File: src/rtl/serializer_if.sv
// Load handshake and serial output bundle shared by the serializer and its frame source.
interface serializer_if #(
    parameter int DATA_WIDTH = 8,
    parameter int PARL_WIDTH = 4
);
    logic                  load_valid;
    logic                  load_ready;
    logic                  dir;
    logic [DATA_WIDTH-1:0] par [PARL_WIDTH];
    logic [DATA_WIDTH-1:0] ser;
    logic                  ser_en;
    logic                  busy;
    logic                  done;

    modport master (
        output load_valid, dir, par,
        input  load_ready, ser, ser_en, busy, done
    );

    modport slave (
        input  load_valid, dir, par,
        output load_ready, ser, ser_en, busy, done
    );
endinterface

File: src/rtl/serializer.sv
// Parallel-to-serial converter: one PARL_WIDTH-word frame out as one word per clock,
// with gapless back-to-back frames when a new frame is offered on the last beat.
module serializer #(
    parameter int DATA_WIDTH = 8,
    parameter int PARL_WIDTH = 4
) (
    input  logic         clk,
    input  logic         rst,
    serializer_if.slave  bus
);
    localparam int CW = (PARL_WIDTH > 1) ? $clog2(PARL_WIDTH) : 1;
    localparam logic [CW-1:0] LAST_C = CW'(PARL_WIDTH - 1);
    localparam logic [CW-1:0] ZERO_C = {CW{1'b0}};
    localparam logic [CW-1:0] ONE_C  = CW'(32'd1);

    typedef logic [DATA_WIDTH-1:0] word_t;
    localparam word_t ZERO_W = {DATA_WIDTH{1'b0}};

    typedef enum logic [0:0] {
        IDLE  = 1'b0,
        SHIFT = 1'b1
    } state_t;

    state_t      state_r, state_s;
    logic [CW-1:0] cnt_r, cnt_s;
    word_t       sh_r    [PARL_WIDTH];
    word_t       sh_s    [PARL_WIDTH];
    word_t       order_s [PARL_WIDTH];
    word_t       ser_r, ser_s;
    logic        ser_en_r, ser_en_s;
    logic        busy_r, busy_s;
    logic        done_r, done_s;
    logic        ready_r, ready_s;
    logic        accept_s;
    logic        load_s;
    logic        clear_s;

    // Offered frame rearranged into transmit order so dir only matters at capture.
    always_comb begin
        for (int i = 0; i < PARL_WIDTH; i++) begin
            if (bus.dir) begin
                order_s[i] = bus.par[PARL_WIDTH-1-i];
            end else begin
                order_s[i] = bus.par[i];
            end
        end
    end

    // Next-state and next-output logic.
    always_comb begin
        accept_s = bus.load_valid && ready_r;
        load_s   = 1'b0;
        clear_s  = 1'b0;
        state_s  = state_r;
        cnt_s    = cnt_r;
        ser_s    = ser_r;
        sh_s     = sh_r;

        case (state_r)
            IDLE: begin
                if (accept_s) begin
                    load_s = 1'b1;
                end else begin
                    clear_s = 1'b1;
                end
            end
            SHIFT: begin
                if (cnt_r == LAST_C) begin
                    if (accept_s) begin
                        load_s = 1'b1;
                    end else begin
                        clear_s = 1'b1;
                    end
                end else begin
                    ser_s = sh_r[0];
                    for (int i = 0; i < PARL_WIDTH - 1; i++) begin
                        sh_s[i] = sh_r[i+1];
                    end
                    sh_s[PARL_WIDTH-1] = ZERO_W;
                    cnt_s = cnt_r + ONE_C;
                end
            end
            default: begin
                clear_s = 1'b1;
            end
        endcase

        // The first word goes straight to ser; the rest wait in the shift register.
        if (load_s) begin
            state_s = SHIFT;
            cnt_s   = ZERO_C;
            ser_s   = order_s[0];
            for (int i = 0; i < PARL_WIDTH - 1; i++) begin
                sh_s[i] = order_s[i+1];
            end
            sh_s[PARL_WIDTH-1] = ZERO_W;
        end else if (clear_s) begin
            state_s = IDLE;
            cnt_s   = ZERO_C;
            ser_s   = ZERO_W;
            for (int i = 0; i < PARL_WIDTH; i++) begin
                sh_s[i] = ZERO_W;
            end
        end else begin
            state_s = state_s;
        end

        ser_en_s = (state_s == SHIFT);
        busy_s   = (state_s == SHIFT);
        done_s   = (state_s == SHIFT) && (cnt_s == LAST_C);
        ready_s  = (state_s == IDLE) || (cnt_s == LAST_C);
    end

    // State, datapath and registered outputs.
    always_ff @(posedge clk or posedge rst) begin
        if (rst) begin
            state_r  <= IDLE;
            cnt_r    <= ZERO_C;
            for (int i = 0; i < PARL_WIDTH; i++) begin
                sh_r[i] <= ZERO_W;
            end
            ser_r    <= ZERO_W;
            ser_en_r <= 1'b0;
            busy_r   <= 1'b0;
            done_r   <= 1'b0;
            ready_r  <= 1'b1;
        end else begin
            state_r  <= state_s;
            cnt_r    <= cnt_s;
            sh_r     <= sh_s;
            ser_r    <= ser_s;
            ser_en_r <= ser_en_s;
            busy_r   <= busy_s;
            done_r   <= done_s;
            ready_r  <= ready_s;
        end
    end

    assign bus.ser        = ser_r;
    assign bus.ser_en     = ser_en_r;
    assign bus.busy       = busy_r;
    assign bus.done       = done_r;
    assign bus.load_ready = ready_r;
endmodule

File: src/flat_wrapper.sv
// flat-port wrapper written by rule: the top's interface ports become plain ports
module serializer_flat 
#(
    parameter int DATA_WIDTH = 8,
    parameter int PARL_WIDTH = 4
)
  (clk, rst, bus_load_valid, bus_dir, bus_par, bus_load_ready, bus_ser, bus_ser_en, bus_busy, bus_done);
  serializer_if #(.DATA_WIDTH(DATA_WIDTH), .PARL_WIDTH(PARL_WIDTH)) bus_i ();
  input  logic clk;
  input  logic rst;
  input wire logic [$bits(bus_i.load_valid)-1:0] bus_load_valid;
  input wire logic [$bits(bus_i.dir)-1:0] bus_dir;
  input wire logic [$bits(bus_i.par)-1:0] bus_par;
  output wire logic [$bits(bus_i.load_ready)-1:0] bus_load_ready;
  output wire logic [$bits(bus_i.ser)-1:0] bus_ser;
  output wire logic [$bits(bus_i.ser_en)-1:0] bus_ser_en;
  output wire logic [$bits(bus_i.busy)-1:0] bus_busy;
  output wire logic [$bits(bus_i.done)-1:0] bus_done;
  assign bus_i.load_valid = bus_load_valid;
  assign bus_i.dir = bus_dir;
  assign bus_i.par = {>>{bus_par}};
  assign bus_load_ready = bus_i.load_ready;
  assign bus_ser = bus_i.ser;
  assign bus_ser_en = bus_i.ser_en;
  assign bus_busy = bus_i.busy;
  assign bus_done = bus_i.done;
  serializer #(.DATA_WIDTH(DATA_WIDTH), .PARL_WIDTH(PARL_WIDTH)) u_core (.clk(clk), .rst(rst), .bus(bus_i));
endmodule
File: config.mk
export PLATFORM = sky130hd
export DESIGN_NAME = serializer_flat
export DESIGN_NICKNAME = d
export VERILOG_FILES = /design/src/rtl/serializer_if.sv /design/src/rtl/serializer.sv /design/src/flat_wrapper.sv
export SDC_FILE = /design/constraint.sdc
export NUM_CORES = 1
export LEC_CHECK = 0
export CAP_MARGIN = 20
export CORE_ASPECT_RATIO = 1.1
export CORE_MARGIN = 4
export CORE_UTILIZATION = 35
export DETAILED_ROUTE_END_ITERATION = 16
export DONT_BUFFER_PORTS = 1
export PLACE_DENSITY_LB_ADDON = 0.12
export SLEW_MARGIN = 30
export SYNTH_ARGS = -nofsm -noshare
export SYNTH_HDL_FRONTEND = slang
export SYNTH_SLANG_ARGS = --single-unit
File: constraint.sdc
create_clock -name clk -period 1.6 [get_ports clk]
set_input_delay 0.24 -clock clk [delete_from_list [all_inputs] [get_ports clk]]
set_output_delay 0.24 -clock clk [all_outputs]
set_load 0.005 [all_outputs]
---- After elaboration in Yosys (flattened, before gate mapping) ----
Index checks and enable logic that the tools add are counted.
cells by class
  div/mod/pow operators ................... 0
  bitwise logic cells ..................... 2
  muxes and demuxes ....................... 24
  reductions and logical operators ........ 5
  add/sub/neg operators ................... 1
  $mul .................................... 0
  $lt $le $gt $ge ......................... 0
  shift operators ......................... 0
  eq/ne operators ......................... 3
operators by type and width
  operator               number
  $mux W32               4
  $mux W8                8
  $mux W2                4
  $mux W1                6
  $eq A2 B2 Y1 const B   2
  $pmux W1 S2            2
  $ne A3 B1 Y1 const B   1
  $reduce_bool A3 Y1     1
  $add A2 B1 Y2 const B  1
  $logic_and A1 B1 Y1    2
  $not A1 Y1             2
  $reduce_and A2 Y1      1
  $logic_or A1 B1 Y1     1
storage, ports and cells
  output and inout bits ................... 12
  register bits ........................... 45
  input port bits ......................... 36
  ROM bits ................................ 0
  bits in writable memories ............... 0
  bits in latches ......................... 0
  word-level logic and storage cells ...... 44
  memories kept ........................... 0

---- Longest topological paths before layout ----
  word-level depth ........................ 8
  mapped depth ............................ 4
  mapped depth without buffers ............ 3

---- Worst setup path before layout ----
OpenSTA, ideal clock, no wires.
  path type ............................... register -> register
  from .................................... register u_core.state_r
  to ...................................... register u_core.sh_r[27] (netlist name)
  cell stages (with the launch flop) ...... 5
  library setup time ...................... 0.076 ns
  arrival time ............................ 1.150 ns
  data required time ...................... 1.524 ns
  period minus slack after synthesis ...... 1.226 ns
  buffers on the path ..................... 1
  setup slack ............................. 0.374 ns
  path through ............................ dfrtp_1 -> a21boi_2 -> or2_4 -> buf_4 -> o21ai_1
between the ends
  longest elaborated chain between the ends .. 4
  elaborated cells between the ends (all ways) .. 8
  those cells by class .................... eq/ne (1); mux (4); bitwise (1); reduce/logical (2)
RTL lines
  element                                                  RTL line           source
  start, declared                                          serializer.sv:24   state_t state_r, state_s;
  start signal, assigned                                   serializer.sv:128  state_r <= state_s;
  $not A1 Y1                                               serializer.sv:59   case (state_r)
  $pmux W1 S2                                              serializer.sv:59
  $ne A3 B1 Y1 (no line) (tied with other cells)           -
  $reduce_and A2 Y1 (no line) or $mux W32 (tied branches)  -
  end signal, assigned                                     serializer.sv:130  sh_r <= sh_s;
  end, declared                                            serializer.sv:26   word_t sh_r [PARL_WIDTH];
Parallel ways exist; a longest one is shown, timed or not.
A chain may end at the register's enable or synchronous reset.

---- Worst setup path in the final report ----
  from .................................... register u_core.state_r
  to ...................................... register u_core.sh_r[26] (netlist name)
The elaborated chain is that of the path after synthesis.

==> impl_metrics.csv <==
group,metric,value,unit
floorplan,placementRows,25,
global_routing,grt_usage,11.6,%
global_routing,overflow,0,
floorplan,die_h,79.5,um
logic_synthesis,syn_area,1630,um2
clocking,cts_sinks,37,
placement,hpwl,2.13,mm
logic_synthesis,syn_avg_cell_area,11.1,um2
logic_synthesis,synth_top_family_by_area,"multiplexers",
route,drtPass1Iterations,4,
logic_synthesis,yosysUniqueCellTypes,19,
route,ant_nets,0,
clocking,ctsHtreeMaxLevel,2,
logic_synthesis,synthMuxAreaShare,19.7,%
layout,syn_to_final_growth,7.07,%
clocking,cts-resized-gates,0,
global_routing,grt_pass1_vias,1108,
clocking,cts_tree,"done",
clocking,insertion_delay,0.29,ns
logic_synthesis,synth_nets,183,
sta,finalHoldViolCount,0,
logic_synthesis,yosys.area_share.adder,0,%
layout,antennaDiodeCount,0,
logic_synthesis,synth_xor_area_share,0.538,%
sta,slew_violations,0,
sta,setup_violations,0,
setup_path,cp.required,1.79,ns
sta,max-slew-margin-rel,78.0,%
sta,fin_crit,1.32,ns
layout,final_util,39.5,%
setup_path,crit_fanout,32,
power_and_ir_drop,peakVddDrop,0.000465,V
placement,io_buffer_count,0,
sta,setup_tns,0,ns
route,wl_per_cell,14.8,um
logic_synthesis,ys_seq_area_share,57.0,%
logic_synthesis,synth_cells,147,
setup_path,cp_data_arrival_time,1.51,ns
global_routing,grt_max_degree,33,
logic_synthesis,synthArstFlopShare,100,%
floorplan,core,4410,um2
power_and_ir_drop,power_density,1430,nW/um2
sta,fin_crit_sh,82.2,%
setup_path,start_kind,"flop",
logic_synthesis,ys_ff_latch,37,
route,drtIter0Drc,67,
sta,rsz0062_at_grt,"false",
floorplan,ios,48,
power_and_ir_drop,total_leakage_power,0.853,nW
min_path,min_path_type,"in -> reg",
sta,worst_pin_slew,0.330,ns
logic_synthesis,synth_simple_gate_area_share,9.92,%
sta,fmax,0.760,GHz
route,drc,0,
setup_path,cpMaxStageDelayCell,"dfrtp_1",
logic_synthesis,yosysMostFrequentCell,"dfrtp_1",
floorplan,start_util,36.9,%
route,vias,1004,
route,viasPerCell,4.95,
logic_synthesis,synth_area_leaders,"dfrtp_1 (55%), mux2i_1 (20%), o21ai_1 (6.8%), nand2_1 (5.8%), nor2_1 (2.1%)",
logic_synthesis,yosys.area.top_type_share,55.3,%
clocking,numCtsBuffers,5,
clocking,clockBufferDepth,2,
global_routing,antenna_found_initial,0,
sta,finClkSkew,0.00717,ns
layout,drive_above_1_share,8.05,%
setup_path,worstPathCellList,"a21boi_2 > or2_4 > o21ai_0",
floorplan,die-area,5810,um2
setup_path,max_stage_delay,0.45,ns
setup_path,crit_path_end_kind,"flop",
placement,gp_congestion,0.689,
logic_synthesis,synth-edff-count,0,
logic_synthesis,yosys.area.top_type,"dfrtp_1",
global_routing,grt_pass1_wl,5.07,mm
logic_synthesis,synth_warnings,0,
route,wirelength,3.01,mm
logic_synthesis,synth.top_cells.by_count,"dfrtp_1 (36), mux2i_1 (32), nand2_1 (25)",
setup_path,critPathKind,"reg -> reg",
outcome,status,"finished clean",
run,cap_violations,0,
logic_synthesis,ys.flop_type,"dfrtp_1",
floorplan,die_w,73.0,um
logic_synthesis,synth_compound_area_share,8.38,%
clocking,root_buffer,"clkbuf_8",
layout,nets,184,
clocking,path_clk_slew,0.07,ns
## kinds of logic after synthesis
kind of cell	after synthesis
muxes	32
and+or+nand+nor	39
xor gates and xnor gates	1
AOI/OAI and AO/OA	26
DFF	37
buffers and inverters	12
## registers in the layout, summed over array words and instances, names as in the netlist
name and cells:
u_core.bus.load_ready 1, u_core.cnt_r 2, u_core.sh_r 24, u_core.bus.ser 8, u_core.bus.done 1, u_core.state_r 1
## metal layers
metal / vias up / part of all wire [%] / global-route usage, %
met5: - / 0 / 0
met4: 0 / 1.5 / 6.09
met3: 5 / 8.9 / 3.90
met2: 33 / 47 / 17.5
met1: 472 / 43 / 14.5
li1: 494 / - / -
## cells in the final DEF (no fill, tap or decap), drive strengths merged
master	count
nand2	25
inv	2
a21boi	1
o21ai	24
dfstp	1
clkinv	1
nor2b	1
mux2i	32
or2	1
dfrtp	36
dlygate4sd3	1
xor2	1
nor2	9
a21oi	1
nand2b	1
buf	3
and2	2
clkbuf	7
## area by class of cell
class | count | area, um2
fill | 435 | 2670
timing repair buffer | 4 | 32.5
tap | 54 | 67.6
sequential | 37 | 927
inverter | 2 | 7.51
clock buffer | 7 | 76.3
clock inverter | 1 | 5.00
multi-input combinational | 98 | 627
## metrics by stage
stage | hold WS, ns | setup WS [ns] | area (um2) | cells | total power, mW
2_1_floorplan | 0.393 | 0.374 | 1630 | 147 | 1.83
3_3_place_gp | 0.186 | 0.316 | 1650 | 194 | 1.89
3_5_place_dp | 0.190 | 0.266 | 1650 | 194 | 1.92
4_1_cts | 0.0996 | 0.246 | 1740 | 203 | 2.55
5_1_grt | 0.105 | 0.156 | 1740 | 203 | 2.68
6_report | 0.107 | 0.285 | 1740 | 203 | 2.50
## power by group
| part | internal, mW | total, mW | switching, mW |
|---|---|---|---|
| clock | 0.306 | 0.620 | 0.314 |
| sequential | 1.21 | 1.35 | 0.139 |
| combinational | 0.209 | 0.532 | 0.323 |
## worst max-delay path: cells and delay by family (launching register included)
kind	cells	cell delay, ns
simple gates	1	0.38
compound gates	2	0.39
flops	1	0.45
## final timing paths
path,cells past startpoint,slack (ns),to,startpoint
max,3,0.28,u_core.sh_r[26]$_DFFE_PP0P_,u_core.state_r$_DFF_PP0_
min,2,0.11,u_core.sh_r[14]$_DFFE_PP0P_,bus_par[6]
max reg2reg,3,0.28,u_core.sh_r[26]$_DFFE_PP0P_,u_core.state_r$_DFF_PP0_
min reg2reg,2,0.45,u_core.sh_r[25]$_DFFE_PP0P_,u_core.sh_r[17]$_DFFE_PP0P_
max in group asynchronous,3,0.91,u_core.bus.load_ready$_DFF_PP1_,rst
min in group asynchronous,3,0.42,u_core.sh_r[31]$_DFFE_PP0P_,rst
## repair_timing
| item | 4_1_cts | 5_1_grt |
|---|---|---|
| hold buffers | 1 | 0 |
| endpoints found under the hold margin | 36 | 0 |
| setup endpoints to repair | 0 | 0 |
| buffers inserted | 0 | 0 |
(Power assumes the default switching activity.)
